==> src/rtl/uart_fifo_pkg.sv <==
// Shared defaults, read-mode encodings and helpers for the UART FIFO block.
package uart_fifo_pkg;

  localparam int DEF_FIFO_WIDTH = 8;
  localparam int DEF_FIFO_DEPTH = 16;

  localparam int FWFT_REG  = 0;
  localparam int FWFT_SHOW = 1;

  // almost-full sits this far below DEPTH by default
  localparam int DEF_AF_OFFSET = 2;
  localparam int DEF_AE_THRESH = 2;

  // bit0 = write accepted, bit1 = read accepted
  typedef enum logic [1:0] {
    OP_IDLE  = 2'b00,
    OP_WR    = 2'b01,
    OP_RD    = 2'b10,
    OP_WR_RD = 2'b11
  } fifo_op_e;

  function automatic logic is_pow2(input int n);
    return (n >= 2) && ((n & (n - 1)) == 0);
  endfunction

endpackage

==> src/rtl/uart_fifo_ram.sv <==
// FIFO storage: one synchronous write port, one asynchronous read port.
module uart_fifo_ram #(
  parameter int WIDTH = 8,
  parameter int DEPTH = 16
) (
  input  logic                     clk,
  input  logic                     we,
  input  logic [$clog2(DEPTH)-1:0] waddr,
  input  logic [WIDTH-1:0]         wdata,
  input  logic [$clog2(DEPTH)-1:0] raddr,
  output logic [WIDTH-1:0]         rdata
);

  logic [WIDTH-1:0] mem [DEPTH];

  // contents are never reset; occupancy tracking guards stale words
  always_ff @(posedge clk) begin
    if (we) mem[waddr] <= wdata;
  end

  assign rdata = mem[raddr];

endmodule

==> src/rtl/uart_fifo_ext.sv <==
// Synchronous FIFO with registered or first-word-fall-through read,
// threshold flags, sticky overflow/underflow and synchronous flush.
module uart_fifo_ext
  import uart_fifo_pkg::*;
#(
  parameter int FIFO_WIDTH = DEF_FIFO_WIDTH,
  parameter int FIFO_DEPTH = DEF_FIFO_DEPTH,
  parameter int FWFT       = FWFT_REG,
  parameter int AF_THRESH  = FIFO_DEPTH - DEF_AF_OFFSET,
  parameter int AE_THRESH  = DEF_AE_THRESH
) (
  input  logic                        clk,
  input  logic                        rst_n,
  input  logic                        i_fifo_wen,
  input  logic                        i_fifo_ren,
  input  logic                        i_fifo_flush,
  input  logic                        i_fifo_clr_err,
  input  logic [FIFO_WIDTH-1:0]       i_fifo_wdata,
  output logic [FIFO_WIDTH-1:0]       o_fifo_rdata,
  output logic                        o_fifo_rvalid,
  output logic                        o_fifo_full,
  output logic                        o_fifo_empty,
  output logic                        o_fifo_afull,
  output logic                        o_fifo_aempty,
  output logic [$clog2(FIFO_DEPTH):0] o_fifo_cnt,
  output logic                        o_fifo_ovf,
  output logic                        o_fifo_udf
);

  localparam int AW = $clog2(FIFO_DEPTH);
  localparam int CW = AW + 1;

  if (FIFO_WIDTH < 1) begin : g_bad_width
    $error("uart_fifo_ext: FIFO_WIDTH must be >= 1");
  end
  if (!is_pow2(FIFO_DEPTH)) begin : g_bad_depth
    $error("uart_fifo_ext: FIFO_DEPTH must be a power of two >= 2");
  end
  if (FWFT != FWFT_REG && FWFT != FWFT_SHOW) begin : g_bad_fwft
    $error("uart_fifo_ext: FWFT must be 0 or 1");
  end
  if (AF_THRESH < 1 || AF_THRESH > FIFO_DEPTH) begin : g_bad_af
    $error("uart_fifo_ext: AF_THRESH out of range 1..FIFO_DEPTH");
  end
  if (AE_THRESH < 0 || AE_THRESH > FIFO_DEPTH - 1) begin : g_bad_ae
    $error("uart_fifo_ext: AE_THRESH out of range 0..FIFO_DEPTH-1");
  end

  logic [AW-1:0]         wptr, rptr;
  logic [CW-1:0]         cnt;
  logic                  full, empty;
  logic                  wr_acc, rd_acc;
  logic                  ovf, udf, ovf_set, udf_set;
  logic [FIFO_WIDTH-1:0] ram_rdata;
  fifo_op_e              op;

  assign full  = (cnt == CW'(FIFO_DEPTH));
  assign empty = (cnt == '0);

  // a write into a full FIFO is allowed when a read frees the slot this cycle
  assign rd_acc = i_fifo_ren & ~empty & ~i_fifo_flush;
  assign wr_acc = i_fifo_wen & (~full | rd_acc) & ~i_fifo_flush;
  assign op     = fifo_op_e'({rd_acc, wr_acc});

  assign ovf_set = i_fifo_wen & ~wr_acc & ~i_fifo_flush;
  assign udf_set = i_fifo_ren & empty & ~i_fifo_flush;

  always_ff @(posedge clk or negedge rst_n) begin
    if (!rst_n) begin
      wptr <= '0;
      rptr <= '0;
      cnt  <= '0;
      ovf  <= 1'b0;
      udf  <= 1'b0;
    end else begin
      if (i_fifo_flush) begin
        wptr <= '0;
        rptr <= '0;
        cnt  <= '0;
      end else begin
        if (wr_acc) wptr <= wptr + AW'(1);
        if (rd_acc) rptr <= rptr + AW'(1);
        case (op)
          OP_WR:   cnt <= cnt + CW'(1);
          OP_RD:   cnt <= cnt - CW'(1);
          default: cnt <= cnt;
        endcase
      end
      // a new error in the same cycle as clear wins
      ovf <= ovf_set | (ovf & ~i_fifo_clr_err);
      udf <= udf_set | (udf & ~i_fifo_clr_err);
    end
  end

  uart_fifo_ram #(
    .WIDTH (FIFO_WIDTH),
    .DEPTH (FIFO_DEPTH)
  ) u_ram (
    .clk   (clk),
    .we    (wr_acc),
    .waddr (wptr),
    .wdata (i_fifo_wdata),
    .raddr (rptr),
    .rdata (ram_rdata)
  );

  if (FWFT == FWFT_SHOW) begin : g_fwft
    assign o_fifo_rdata  = ram_rdata;
    assign o_fifo_rvalid = ~empty;
  end else begin : g_reg
    logic [FIFO_WIDTH-1:0] rdata_q;
    logic                  rvalid_q;

    // flush blocks rd_acc, so it also drops rvalid and leaves rdata alone
    always_ff @(posedge clk or negedge rst_n) begin
      if (!rst_n) begin
        rdata_q  <= '0;
        rvalid_q <= 1'b0;
      end else begin
        rvalid_q <= rd_acc;
        if (rd_acc) rdata_q <= ram_rdata;
      end
    end

    assign o_fifo_rdata  = rdata_q;
    assign o_fifo_rvalid = rvalid_q;
  end

  assign o_fifo_full   = full;
  assign o_fifo_empty  = empty;
  assign o_fifo_afull  = (cnt >= CW'(AF_THRESH));
  assign o_fifo_aempty = (cnt <= CW'(AE_THRESH));
  assign o_fifo_cnt    = cnt;
  assign o_fifo_ovf    = ovf;
  assign o_fifo_udf    = udf;

endmodule

==> config.mk <==
export PLATFORM = sky130hd
export DESIGN_NAME = uart_fifo_ext
export DESIGN_NICKNAME = d
export VERILOG_FILES = /design/src/rtl/uart_fifo_pkg.sv /design/src/rtl/uart_fifo_ram.sv /design/src/rtl/uart_fifo_ext.sv
export SDC_FILE = /design/constraint.sdc
export NUM_CORES = 1
export LEC_CHECK = 0
export BUFFER_PORTS_ARGS = -buffer_cell sky130_fd_sc_hd__buf_2
export CORE_MARGIN = 2
export CORE_UTILIZATION = 55
export DETAILED_ROUTE_END_ITERATION = 8
export PLACE_DENSITY = 0.73
export SETUP_SLACK_MARGIN = 0.05
export SLEW_MARGIN = 20
export SYNTH_ARGS = -nofsm -noshare
export SYNTH_HDL_FRONTEND = slang
export SYNTH_SLANG_ARGS = --single-unit
==> constraint.sdc <==
create_clock -name clk -period 3.54 [get_ports clk]
set_input_delay 0.708 -clock clk [delete_from_list [all_inputs] [get_ports clk]]
set_output_delay 0.708 -clock clk [all_outputs]
set_load 0.03 [all_outputs]
==> impl_metrics.yaml, run 1 <==
timing:
  tightest_slew_ns: 0.9844
  fmax_ghz: 0.3625
  skew_ns: 0.004777
  setup_viol: 0
  period_share_pct: 77.92
  finalMaxSlewViolations: 0
  tns_ns: 0
  min_period_ns: 2.759
  relSlewSlack_pct: 34.37
  final.setup.worst_slack_ns: 0.7815
  hold_viol_final: 0
  rsz0062_at_grt: "no"
power_and_ir_drop:
  power_density_nw_per_um2: 753.7
  p_seq_share_pct: 41.2
  vdd_drop_max_uv: 506.1
  clock_power_share_pct: 35.5
  pwr-share-comb_pct: 23.3
  p_leak_nw: 2.500
  switching_share_pct: 28.89
  internal-power_mw: 3.864
  netSwitchingPower_mw: 1.570
job:
  max_cap_viol_count: 0
placement:
  dp_slack_ns: 0.4097
  dp_hpwl_mm: 7.849
  place_area_um2: 6576
  gp_congestion: 0.8492
  io_buffers: 33
cells_and_area:
  num_antenna_cells: 0
  final_area_um2: 7211
  nets: 413
  drive_gt1_share_pct: 31.60
  area_delta_synth_final_pct: 15.96
  layout_common_cells: "edfxtp_1, mux4_2, buf_2"
  final_common_cell: "edfxtp_1"
  fillCellCount: 728
clock_network:
  path_clk_slew_ns: 0.06
  cts_hold_buf: 0
  cts_buffers: 17
  cts_max_path_buffers: 2
  postCtsResizedCells: 0
  htreeDepth: 4
  clock_latency_ns: 0.42
  cts.sinks: 152
  cts_root_buf: "clkbuf_16"
  cts_setup_buffers: 0
  cts_tree: "yes"
global_routing:
  overflow: 0
  grt_pass1_vias: 3245
  grt_pass1_wl_mm: 18.89
  antenna_found_initial: 0
  grt_usage_pct: 22.66
  grt_max_degree: 25
setup_path:
  cp.arrival_ns: 3.08
  worstSetupStartpointType: "flip-flop"
  worstPathMaxFanout: 9
  end_kind: "flip-flop"
  critPathKind: "flip-flop to flip-flop"
  crit_required_ns: 3.86
  r2r_slack_ns: 0.78
synthesis:
  synth_edf_count: 128
  yosysTopAreaCell: "edfxtp_1"
  syn_inst: 345
  async_flop_share_pct: 15.79
  yosysWarnings: 0
  yosysSeqAreaShare_pct: 71.47
  netlist_area_um2: 6218
  ys_ff_latch: 152
  yosys.area.top_type_share_pct: 61.81
  yosys-top-cells-area: "edfxtp_1, mux4_2, dfrtp_1"
  synth-main-ff-cell: "edfxtp_1"
  synth_cell_types: 40
  synth_area_per_cell_um2: 18.02
  synth_nets: 366
route:
  wl_per_cell_um: 22.83
  vias: 3243
  dr.pass1.iters: 5
  avgViaCountPerCell: 5.950
  finalWirelength_mm: 12.44
  drt_iter0_drc: 306
  ant_nets: 0
  route.detailed.drc: 0
die:
  core_region_area_um2: 10940
  num_io_pins: 34
  die_h_um: 110.3
  start_util_pct: 56.86
  die_w_um: 110.3
  die_area_um2: 12170
  num_rows: 38
hold_path:
  hp-class: "input pin to asynchronous set/reset pin"
status:
  status: "completed"
[routing by layer]
layer	GRT usage, %	vias up	wire length [um]
met5	0	-	0
li1	-	1450	-
met1	30.93	1670	4983
met3	5.173	17	816
met4	8.571	0	203
met2	36.06	106	6437
[worst max-delay path: stages (launching register included)]
cell      delay, ns
dfrtp_1        0.49
nor4_4         0.53
a21oi_2        0.18
xor2_1         0.17
ha_1           0.23
nor2_1         0.16
a211oi_1       0.07
o221a_1        0.26
or3_1          0.31
a311oi_1       0.25
[logic make-up (layout without fill, tap and decap cells)]
group / after synthesis / after routing / share of synthesized area, %
buffers and inverters: 27 / 87 / 1.932
AO/OA/AOI/OAI: 28 / 28 / 2.898
multiplexers: 50 / 50 / 15.35
adder cells (fa/ha/maj): 7 / 7 / 1.408
AND/OR/NAND/NOR: 74 / 74 / 5.956
flip-flops: 152 / 152 / 71.47
XOR/XNOR: 7 / 7 / 0.9859
[stage by stage]
step / total power, mW / hold slack [ns] / instances / utilization, %
2_1_floorplan: 3.202 / 0.4124 / 345 / -
5_1_grt: 5.655 / 0.3060 / 545 / 65.94
3_3_place_gp: 3.523 / 0.4803 / 513 / 60.14
4_1_cts: 5.468 / 0.2846 / 545 / 65.94
6_report: 5.434 / 0.2751 / 545 / 65.94
3_5_place_dp: 3.546 / 0.4985 / 513 / 60.14
[final cells by class]
type,instances,area (um2),share of cell area (%)
repair buffers,44,260.3,3.609
clock inverters,14,205.2,2.846
clock buffers,18,429.2,5.952
well taps,140,175.2,2.429
multi-input cells,166,1654,22.94
flip-flops and latches,152,4446,61.65
inverters,11,41.29,0.5726
[registers in the layout, indices dropped and copies added, names as in the netlist]
register and cells:
rptr 4, o_fifo_rvalid 1, o_fifo_udf 1, o_fifo_rdata 8, o_fifo_cnt 5, u_ram.mem 128
o_fifo_ovf 1, wptr 4
[final timing paths]
check                                start         endpoint  cells past startpoint
hold reg to reg            o_fifo_rdata[5]  o_fifo_rdata[5]                      2
hold / removal                       rst_n    o_fifo_cnt[1]                      1
setup reg to reg             o_fifo_cnt[1]    o_fifo_cnt[4]                      9
min in group clk            i_fifo_clr_err       o_fifo_ovf                      2
setup / recovery             o_fifo_cnt[1]    o_fifo_cnt[4]                      9
max in group asynchronous            rst_n          rptr[0]                      1
[power groups by stage]
stage	registers, mW	clock network [mW]	logic (mW)
after CTS	2.24	1.94	1.28
after floorplan	2.31	0	0.888
final	2.24	1.93	1.27
after global routing	2.26	2.02	1.37
after global placement	2.27	0	1.25
after detailed placement	2.28	0	1.27
[cells in the mapped netlist, types with 4 or more instances]
cell,n
a21oi_1,7
and2_1,8
clkbuf_1,11
dfrtp_1,24
edfxtp_1,128
ha_1,7
inv_1,11
mux2_2,13
mux4_2,35
nand2_1,11
nand3_1,4
nor2_1,29
nor3_1,6
o21ai_0,4
o22ai_1,7
xor2_1,5
Power figures use the tool's default switching activity.
==> run 2: changes to the inputs <==
- clock period: 3.54 -> 2.7 ns (I/O delays scaled with it)
==> impl_metrics.yaml, run 2 (synthesis gave the netlist of run 1 again) <==
cells_and_area:
  final_common_cell: "edfxtp_1"
  nets: 435
  top_register: "u_ram.mem"
  fillCellCount: 704
  layout_common_cells: "edfxtp_1, mux4_2, buf_2"
  stdcell_count: 567
  num_antenna_cells: 0
  area_delta_synth_final_pct: 18.91
  drive_gt1_share_pct: 33.96
  largest_register_ff_count: 128
die:
  core_region_area_um2: 10940
  num_rows: 38
  die_w_um: 110.3
  start_util_pct: 56.86
  die_area_um2: 12170
  num_io_pins: 34
  die_h_um: 110.3
job:
  max_cap_viol_count: 0
timing:
  finalMaxSlewViolations: 0
  hold_viol_final: 0
  rsz0062_at_grt: "no"
  relSlewSlack_pct: 49.72
  tightest_slew_ns: 0.7515
  min_period_ns: 2.415
  period_share_pct: 89.45
  setup_viol: 0
  fmax_ghz: 0.4141
  tns_ns: 0
  skew_ns: 0.009258
setup_path:
  end_kind: "primary output"
  max_stage_delay_ns: 0.64
  cp_slowest_cell: "or4_1"
  critPathKind: "flip-flop to primary output"
  crit_chain: "or4_1 > nor2_1 > buf_2"
  crit_required_ns: 2.16
  crit_family: "simple AND/OR/NAND/NOR gates"
  worstSetupStartpointType: "flip-flop"
  critPathBufInv: 1
  worstPathMaxFanout: 9
  cp.arrival_ns: 1.88
clock_network:
  cts_tree: "yes"
  cts_root_buf: "clkbuf_16"
  clock_latency_ns: 0.42
  cts_hold_buf: 0
  cts.sinks: 152
  htreeDepth: 4
  cts_buffers: 17
  cts_max_path_buffers: 2
  postCtsResizedCells: 0
  path_clk_slew_ns: 0.06
  cts_setup_buffers: 0
route:
  wl_per_cell_um: 23.13
  vias: 3358
  ant_nets: 0
  drt_iter0_drc: 371
  finalWirelength_mm: 13.12
  avgViaCountPerCell: 5.922
  dr.pass1.iters: 4
  route.detailed.drc: 0
placement:
  dp_cells: 535
  io_buffers: 33
  gp_congestion: 0.8289
  dp_hpwl_mm: 8.662
global_routing:
  grt_usage_pct: 23.82
  grt_pass1_wl_mm: 19.78
  grt_max_degree: 25
  antenna_found_initial: 0
  overflow: 0
  grt_pass1_vias: 3396
power_and_ir_drop:
  power_density_nw_per_um2: 988.0
  vdd_drop_max_uv: 586.9
  p_leak_nw: 2.631
hold_path:
  hp-class: "input pin to asynchronous set/reset pin"
status:
  status: "completed"
run 2: changes by cell type in the layout (fill, tap and decap cells not counted), moves of 2 or more:
cell / change
buf_4: +22
clkbuf_1: +2
clkinv_1: +3
clkinv_2: -3
clkinvlp_4: -4
run 2: final timing paths:
| kind | startpoint | to | slack (ns) | cells after the start |
|---|---|---|---|---|
| setup / recovery | o_fifo_cnt[1] | o_fifo_full | 0.28 | 3 |
| hold / removal | rst_n | rptr[2] | 0.12 | 1 |
| setup reg to reg | o_fifo_cnt[1] | o_fifo_cnt[4] | 0.29 | 9 |
| hold reg to reg | o_fifo_rdata[7] | o_fifo_rdata[7] | 0.49 | 2 |
| max in group asynchronous | rst_n | rptr[0] | 2.16 | 1 |
| min in group clk | i_fifo_clr_err | o_fifo_ovf | 0.34 | 2 |
run 2: routing by layer:
metal	part of all wire [%]	GRT usage, %	vias up	wire, um
met1	41	33.11	1700	5442
met3	6.9	5.938	24	910
met4	2.2	10.36	0	286
met5	0	0	-	0
li1	-	-	1498	-
met2	49	36.28	136	6477
run 2: cell type report:
cell class	instances	area [um2]	area share (%)
clock buffers	21	450.4	6.091
clock inverters	11	201.4	2.724
inverters	11	41.29	0.5584
multi-input cells	166	1655	22.39
flip-flops and latches	152	4446	60.12
well taps	140	175.2	2.369
repair buffers	66	425.4	5.753
run 2: stage by stage:
stage               power, mW  cell area [um2]  utilization (%)  worst slack [ns]  hold slack, ns
finish                  7.306             7395            67.62            0.2849          0.1247
global route            7.593             7395            67.62            0.1163          0.1630
CTS                     7.358             7395            67.62            0.2690          0.1330
detailed placement      4.749             6743            61.66           0.07136          0.4876
global placement        4.721             6743            61.66            0.1490          0.4798
floorplan               4.202             6220                -           0.07882          0.2444
run 2: power breakdown:
part | internal, mW | total, mW | switching, mW
Sequential | 2.69 | 2.86 | 0.168
Clock | 1.74 | 2.60 | 0.859
Combinational | 0.820 | 1.84 | 1.02
==> run 3: changes to the inputs <==
- CELL_PAD_IN_SITES_DETAIL_PLACEMENT: default -> 0
- CELL_PAD_IN_SITES_GLOBAL_PLACEMENT: default -> 1
- CORE_MARGIN: 2 -> default
- CORE_UTILIZATION: 55 -> 52
- PLACE_DENSITY: 0.73 -> default
- PLACE_DENSITY_LB_ADDON: default -> 0.1
==> impl_metrics.yaml, run 3 (synthesis gave the netlist of run 1 again) <==
timing:
  hold_slack_ns: 0.1174
  setup_viol: 0
  tns_ns: 0
  relSlewSlack_pct: 37.44
  hold_viol_final: 0
  finalMaxSlewViolations: 0
  final.setup.worst_slack_ns: 0.2449
  min_period_ns: 2.455
  period_share_pct: 90.93
  tightest_slew_ns: 0.9349
  skew_ns: 0.008177
  rsz0062_at_grt: "no"
  fmax_ghz: 0.4073
route:
  drt_iter0_drc: 299
  route.detailed.drc: 6
  avgViaCountPerCell: 5.732
  vias: 3227
  finalWirelength_mm: 12.02
  wl_per_cell_um: 21.35
  ant_nets: 0
  dr.pass1.iters: 6
cells_and_area:
  final_area_um2: 7316
  final_common_cell: "edfxtp_1"
  top_register: "u_ram.mem"
  largest_register_ff_count: 128
  layout_common_cells: "edfxtp_1, mux4_2, buf_2"
  drive_gt1_share_pct: 33.81
  nets: 428
  utilization_pct: 63.53
  num_antenna_cells: 0
  fillCellCount: 814
  stdcell_count: 563
  area_delta_synth_final_pct: 17.65
placement:
  dp_cells: 531
  gp_congestion: 0.8128
  io_buffers: 33
  dp_hpwl_mm: 7.927
  dp_slack_ns: 0.06134
  place_area_um2: 6694
power_and_ir_drop:
  p_seq_share_pct: 40.5
  pwr-share-comb_pct: 25.2
  switching_share_pct: 28.77
  internal-power_mw: 5.074
  clock_power_share_pct: 34.3
  netSwitchingPower_mw: 2.050
  vdd_drop_max_uv: 587.2
  p_leak_nw: 2.571
  p_total_mw: 7.123
  power_density_nw_per_um2: 973.7
setup_path:
  r2r_slack_ns: 0.24
  r2r_end: "o_fifo_cnt[4]"
  r2r-start: "o_fifo_cnt[1]"
  crit_chain: "nor4_4 > a21oi_2 > xor2_1 > ha_1 > nor2_1 > a211oi_1 > o221a_1 > or3_1 > a311oi_1"
  critPathKind: "flip-flop to flip-flop"
  r2r_cells: 9
  crit_family: "simple AND/OR/NAND/NOR gates"
  cp_slowest_cell: "dfrtp_1"
  worstSetupStartpointType: "flip-flop"
  crit_required_ns: 3.02
  cp.arrival_ns: 2.78
  critPathBufInv: 0
  worstPathMaxFanout: 9
  max_stage_delay_ns: 0.50
  end_kind: "flip-flop"
clock_network:
  cts_tree: "yes"
  clock_latency_ns: 0.41
  cts_buffers: 17
  cts_root_buf: "clkbuf_16"
  path_clk_slew_ns: 0.06
  postCtsResizedCells: 0
  cts_hold_buf: 0
  cts.sinks: 152
  cts_max_path_buffers: 2
  cts_setup_buffers: 0
  htreeDepth: 4
global_routing:
  antenna_found_initial: 0
  grt_pass1_wl_mm: 18.95
  overflow: 0
  grt_pass1_vias: 3263
  grt_usage_pct: 21.49
  grt_max_degree: 25
die:
  die_h_um: 111.4
  die_w_um: 111.4
  core_region_area_um2: 11520
  die_area_um2: 12400
  start_util_pct: 54.00
  num_rows: 39
  num_io_pins: 34
hold_path:
  hp-class: "input pin to asynchronous set/reset pin"
status:
  status: "finished, violations left"
  violations: "DRC"
job:
  max_cap_viol_count: 0
## run 3: area by class of cell
type	count	area [um2]	share of cell area, %
inverters	11	41.29	0.5644
clock buffers	20	446.7	6.106
well taps	143	178.9	2.446
multi-input cells	166	1655	22.63
flip-flops and latches	152	4446	60.77
clock inverters	12	175.2	2.394
repair buffers	59	372.9	5.097
## run 3: worst max-delay path by stage
stage	startpoint	end	slack, ns	cells after the start
after floorplan	o_fifo_cnt[1]	o_fifo_cnt[4]	0.08	10
after global placement	i_fifo_flush	o_fifo_cnt[4]	0.11	10
after detailed placement	i_fifo_flush	o_fifo_cnt[4]	0.06	10
after CTS	o_fifo_cnt[1]	o_fifo_cnt[4]	0.25	9
after global routing	o_fifo_cnt[1]	o_fifo_cnt[4]	0.08	9
final	o_fifo_cnt[1]	o_fifo_cnt[4]	0.24	9
## run 3: power groups by stage
stage | Clock (mW) | Combinational (mW) | Sequential, mW
4_1_cts | 2.49 | 1.82 | 2.89
5_1_grt | 2.58 | 1.93 | 2.92
6_report | 2.44 | 1.80 | 2.88
3_3_place_gp | 0 | 1.80 | 2.93
2_1_floorplan | 0 | 1.17 | 3.03
3_5_place_dp | 0 | 1.81 | 2.94
## run 3: routing by layer
metal | wire [um] | part of all wire [%] | track usage, %
met5 | 0 | 0 | 0
met4 | 128 | 1.1 | 7.297
met3 | 568 | 4.7 | 5.280
met1 | 5593 | 47 | 31.42
met2 | 5731 | 48 | 32.04
## run 3: worst reg2reg max path, cell delays in order, from the launching register on
cell,delay (ns)
dfrtp_1,0.50
nor4_4,0.37
a21oi_2,0.11
xor2_1,0.15
ha_1,0.23
nor2_1,0.14
a211oi_1,0.07
o221a_1,0.25
or3_1,0.31
a311oi_1,0.24
